**src/rtl/somador_subtrator_serial_pkg.sv**
```systemverilog
// Shared definitions for the bit-serial adder/subtractor.
// Holds the FSM state encodings and the default operand width.
package somador_subtrator_serial_pkg;

    localparam int WIDTH_DEFAULT = 8;

    typedef enum logic [1:0] {
        IDLE  = 2'd0,
        SHIFT = 2'd1,
        DONE  = 2'd2
    } state_t;

endpackage

```
**src/rtl/somador_completo_bit.sv**
```systemverilog
// One-bit full-adder slice with conditional inversion of b.
// With inv=1 and the carry seeded to 1, a chain of these slices computes a - b.
module somador_completo_bit (
    input  logic a,
    input  logic b,
    input  logic cin,
    input  logic inv,
    output logic s,
    output logic cout
);

    logic bEff;

    assign bEff = b ^ inv;
    assign s    = a ^ bEff ^ cin;
    assign cout = (a & bEff) | (a & cin) | (bEff & cin);

endmodule

```
**src/rtl/somador_subtrator_serial.sv**
```systemverilog
// Bit-serial adder/subtractor: processes one bit per clock, LSB first.
// Produces the result and the carry, overflow and zero flags, with a start/busy/done handshake.
module somador_subtrator_serial
    import somador_subtrator_serial_pkg::*;
#(
    parameter int WIDTH = WIDTH_DEFAULT
) (
    input  logic             clk,
    input  logic             rst,
    input  logic             start,
    input  logic             sub,
    input  logic [WIDTH-1:0] A,
    input  logic [WIDTH-1:0] B,
    output logic             busy,
    output logic             done,
    output logic [WIDTH-1:0] R,
    output logic             Cout,
    output logic             overflow,
    output logic             zero
);

    localparam int CW = (WIDTH > 1) ? $clog2(WIDTH) : 1;
    localparam logic [CW-1:0] LAST_BIT = CW'(WIDTH - 1);

    state_t           state_q, state_d;
    logic [WIDTH-1:0] shA_q, shA_d;
    logic [WIDTH-1:0] shB_q, shB_d;
    logic [WIDTH-1:0] shR_q, shR_d;
    logic [CW-1:0]    cnt_q, cnt_d;
    logic             op_q, op_d;
    logic             carry_q, carry_d;
    logic             cMsb_q, cMsb_d;
    logic             busy_q, busy_d;
    logic             done_q, done_d;
    logic [WIDTH-1:0] r_q, r_d;
    logic             cout_q, cout_d;
    logic             ovf_q, ovf_d;
    logic             zero_q, zero_d;

    logic faSum;
    logic faCarry;

    somador_completo_bit u_fa (
        .a    (shA_q[0]),
        .b    (shB_q[0]),
        .cin  (carry_q),
        .inv  (op_q),
        .s    (faSum),
        .cout (faCarry)
    );

    always_ff @(posedge clk) begin
        if (rst) begin
            state_q <= IDLE;
            shA_q   <= '0;
            shB_q   <= '0;
            shR_q   <= '0;
            cnt_q   <= '0;
            op_q    <= 1'b0;
            carry_q <= 1'b0;
            cMsb_q  <= 1'b0;
            busy_q  <= 1'b0;
            done_q  <= 1'b0;
            r_q     <= '0;
            cout_q  <= 1'b0;
            ovf_q   <= 1'b0;
            zero_q  <= 1'b0;
        end else begin
            state_q <= state_d;
            shA_q   <= shA_d;
            shB_q   <= shB_d;
            shR_q   <= shR_d;
            cnt_q   <= cnt_d;
            op_q    <= op_d;
            carry_q <= carry_d;
            cMsb_q  <= cMsb_d;
            busy_q  <= busy_d;
            done_q  <= done_d;
            r_q     <= r_d;
            cout_q  <= cout_d;
            ovf_q   <= ovf_d;
            zero_q  <= zero_d;
        end
    end

    // The partial sum accumulates in shR; R and the flags only load in DONE,
    // so they stay at zero for the whole SHIFT phase.
    always_comb begin
        state_d = state_q;
        shA_d   = shA_q;
        shB_d   = shB_q;
        shR_d   = shR_q;
        cnt_d   = cnt_q;
        op_d    = op_q;
        carry_d = carry_q;
        cMsb_d  = cMsb_q;
        busy_d  = busy_q;
        done_d  = 1'b0;
        r_d     = r_q;
        cout_d  = cout_q;
        ovf_d   = ovf_q;
        zero_d  = zero_q;

        case (state_q)
            IDLE: begin
                if (start) begin
                    shA_d   = A;
                    shB_d   = B;
                    shR_d   = '0;
                    op_d    = sub;
                    carry_d = sub;
                    cnt_d   = '0;
                    cMsb_d  = 1'b0;
                    r_d     = '0;
                    cout_d  = 1'b0;
                    ovf_d   = 1'b0;
                    zero_d  = 1'b0;
                    busy_d  = 1'b1;
                    state_d = SHIFT;
                end
            end
            SHIFT: begin
                shR_d   = {faSum, shR_q[WIDTH-1:1]};
                shA_d   = {1'b0, shA_q[WIDTH-1:1]};
                shB_d   = {1'b0, shB_q[WIDTH-1:1]};
                carry_d = faCarry;
                cnt_d   = cnt_q + CW'(1);
                // The carry entering the MSB slice is needed for signed overflow.
                if (cnt_q == LAST_BIT) begin
                    cMsb_d  = carry_q;
                    busy_d  = 1'b0;
                    state_d = DONE;
                end
            end
            DONE: begin
                done_d  = 1'b1;
                r_d     = shR_q;
                cout_d  = carry_q;
                ovf_d   = cMsb_q ^ carry_q;
                zero_d  = (shR_q == '0);
                state_d = IDLE;
            end
            default: begin
                state_d = IDLE;
            end
        endcase
    end

    assign busy     = busy_q;
    assign done     = done_q;
    assign R        = r_q;
    assign Cout     = cout_q;
    assign overflow = ovf_q;
    assign zero     = zero_q;

endmodule

```
**config.mk**
```make
export PLATFORM = sky130hd
export DESIGN_NAME = somador_subtrator_serial
export DESIGN_NICKNAME = d
export VERILOG_FILES = /design/src/rtl/somador_subtrator_serial_pkg.sv /design/src/rtl/somador_completo_bit.sv /design/src/rtl/somador_subtrator_serial.sv
export SDC_FILE = /design/constraint.sdc
export NUM_CORES = 1
export LEC_CHECK = 0
export ABC_AREA = 1
export CORE_MARGIN = 5
export CORE_UTILIZATION = 49
export CTS_BUF_LIST = sky130_fd_sc_hd__clkbuf_2
export CTS_CLUSTER_SIZE = 16
export DETAILED_ROUTE_END_ITERATION = 10
export GPL_ROUTABILITY_DRIVEN = 1
export GPL_TIMING_DRIVEN = 0
export PLACE_DENSITY_LB_ADDON = 0.12
export SLEW_MARGIN = 10
export SYNTH_ARGS = -nofsm -noshare
export SYNTH_HDL_FRONTEND = slang
export SYNTH_SLANG_ARGS = --single-unit
```
**constraint.sdc**
```tcl
create_clock -name clk -period 1.06 [get_ports clk]
set_input_delay 0.159 -clock clk [delete_from_list [all_inputs] [get_ports clk]]
set_output_delay 0.159 -clock clk [all_outputs]
set_load 0.03 [all_outputs]
```
==> metrics <==
outcome=finished with violations; failing checks=negative setup slack; vias per cell=4.86; slew margin rel.=around 81%; LEAKAGE=0.00117 uW; pwr dens=1160 nW/um^2; TritonCTS clock tree=yes; post-synthesis sequential element count=45; initial antenna violation count=0; max cap viols=0; Fillers=312; Combinational Power Share=18.3%; CTS root buffer=clkbuf_2; grt total ovfl=0; Reg2Reg Setup Slack=-0.15 ns; P_int=approximately 2200 uW; post-route cell area=~2600 sq um; Final ANT Viol Nets=0; Max Clock Freq=just over 800 MHz; port bufs=32; placement row count=22; CTS sink cnt=45; IO Pins=33; Worst setup SP type=flip-flop; worst-margin pin slew=0.279 ns; nets=between 300 and 400; Cell variety after synth=23; clock slew at reported path FFs=0.21 ns; WL final=4.34 mm; post-route setup slack=-0.154 ns; Fin Clk Skew=0.0149 ns; die area=5220 sq um; maximum VDD drop=729 uV; Syn Area/Cell=roughly 7 sq um; Reg power frac=59.5%; first-pass GRT wire length=around 6.9 mm; slowest CP cell=dfxtp_2; Area growth, synth to finish=38.0%; critical path, cell by cell=xor2_1, fa_1, nand2_1, nand3_1, and2_1; CTS hold repair buffers=0; n_diodes=0; Tot GR Track Use=16.6%; Via Count=1833; Die Wd=72.2 microns; Skew-Pair Late Insertion Delay=0.41 ns; unrepaired setup endpoints after global routing=true; GP Congestion=0.806; sequential share of the synthesized area=a little under half; Setup CP Type=flip-flop to flip-flop; Chip Height=72.2 microns; Final Max Tran Viols=0; Max FO, Critical Path=2; Pre-antenna DRT Iters=4; core area=between 3000 and 4000 sq um; H-tree levels=2; maximum clock insertion buffer count=2; Initial Utilization=51.0%; Placement Cell Area=roughly 2300 sq um; clock power share=22.2%; Ys Warns=0; vias in the first global route=between 1500 and 2000; final hold viol count=0; syn nets=just under 300; min cycle time layout=1.21 ns; Worst EP arrival=1.55 ns; max incr delay on CP=0.37 ns; Final period util=115%; post-synthesis instance area=1900 sq um; final setup violation count=40; crit path capture type=flip-flop; WL/cell=11.5 microns; NetSw=860 uW; Cells after Synth=272; largest net degree at the start of global routing=14; Sw Ratio=28.4%; DRC=0; layout cells sized above 1=25.2%; hpwl dp=2.86 mm; CTS buffer count=5; Tot Pwr=slightly above 3000 uW; Hold Crit Class=input port to flip-flop; Iter 0 DRT Violations=154; CP Data Required Time=1.39 ns
==> kinds of logic after synthesis <==
kind of cell / synth area share (%)
XOR/XNOR: 0.462
adder cells (fa/ha/maj): 2.37
flip-flops: 47.5
buffers and inverters: 7.72
AO/OA/AOI/OAI: 11.4
AND/OR/NAND/NOR: 30.5
==> timing repair <==
item	CTS	global route
gates cloned	0	1
endpoints found under the setup margin	55	54
gates resized for setup	131	16
setup buffers	5	11
pin swaps	3	1
==> power groups by stage <==
stage          Clock [uW]  Sequential [uW]  Combinational (uW)
3_3_place_gp            0             1840                 450
6_report              672             1800                 556
3_5_place_dp            0             1840                 452
4_1_cts               693             1800                 499
2_1_floorplan           0             1840                 292
5_1_grt               757             1810                 626
==> flip-flops by register name, summed over array words and instances, names as in the netlist, 2 cells and up <==
signal   count
shA_q        8
R            8
state_q      2
shR_q        8
shB_q        8
cnt_q        3
==> worst max-delay path: cells and delay by family (launching register included) <==
kind	cells	cell delay, ns
xor+xnor	1	0.17
fa+ha+maj	1	0.36
flops	1	0.37
simple gates	3	0.26
==> placed cells by master, fill, tap and decap left out, drive strengths merged <==
cell	count
nand2	100
dfxtp	45
nor2	38
buf	38
inv	23
clkdlybuf4s50	19
a21oi	18
o21ai	18
clkbuf	8
nand3	6
o22ai	4
clkinv	3
ha	2
xor2	1
clkinvlp	1
o21a	1
and2	1
nand4	1
or2	1
fa	1
==> layer usage <==
metal  vias up  GRT usage, %  wire [microns]
li1        956             -               -
met4         0          5.01              51
met1       823          23.4            2030
met5         -             0               0
met2        47          25.5            1980
met3         7          3.46             274
==> cell type report <==
type                       instances  area [sq um]  share of cell area [%]
timing repair buffer              49           482                    18.4
sequential                        45           930                    35.5
clock buffer                       5          25.0                   0.956
buffer                            11          91.3                    3.49
tap                               48          60.1                    2.29
multi-input combinational        192           913                    34.9
inverter                          24           104                    3.97
clock inverter                     3          12.5                   0.478
==> per-stage QoR <==
step / instances / setup WS (ns) / hold slack [ns] / utilization, % / setup TNS, ns
after floorplan: 272 / -0.107 / 0.302 / - / -0.202
after CTS: 365 / -0.160 / 0.284 / 66.3 / -1.80
final: 377 / -0.154 / 0.295 / 70.4 / -1.84
after global routing: 377 / -0.221 / 0.267 / 70.4 / -5.20
after global placement: 352 / -0.478 / 0.455 / 61.3 / -18.88
after detailed placement: 352 / -0.498 / 0.459 / 61.3 / -19.57
==> cell usage after synthesis <==
cell type	number	area, sq um
fa_1	1	20.0
inv_1	21	78.8
clkbuf_1	3	11.3
nand2_1	98	368
xor2_1	1	8.76
o21ai_0	17	85.1
dfxtp_1	45	901
nor2_1	37	139
clkinv_1	1	3.75
and2_1	1	6.26
nor2_4	1	11.3
o22ai_1	4	25.0
buf_2	6	30.0
ha_1	2	25.0
o21a_1	1	7.51
buf_4	2	15.0
or2_2	1	6.26
nand4_1	1	6.26
inv_2	2	7.51
nand2_2	2	12.5
nand3_1	6	30.0
o21ai_2	1	8.76
a21oi_1	18	90.1
==> path summary, 6_finish.rpt <==
check	from	endpoint	depth (start not counted)
worst max-delay path	op_q	carry_q	5
worst min-delay path	A[7]	shA_q[7]	3
worst max register to register	op_q	carry_q	5
worst min register to register	cnt_q[1]	cnt_q[1]	2
(Power assumes the default switching activity.)
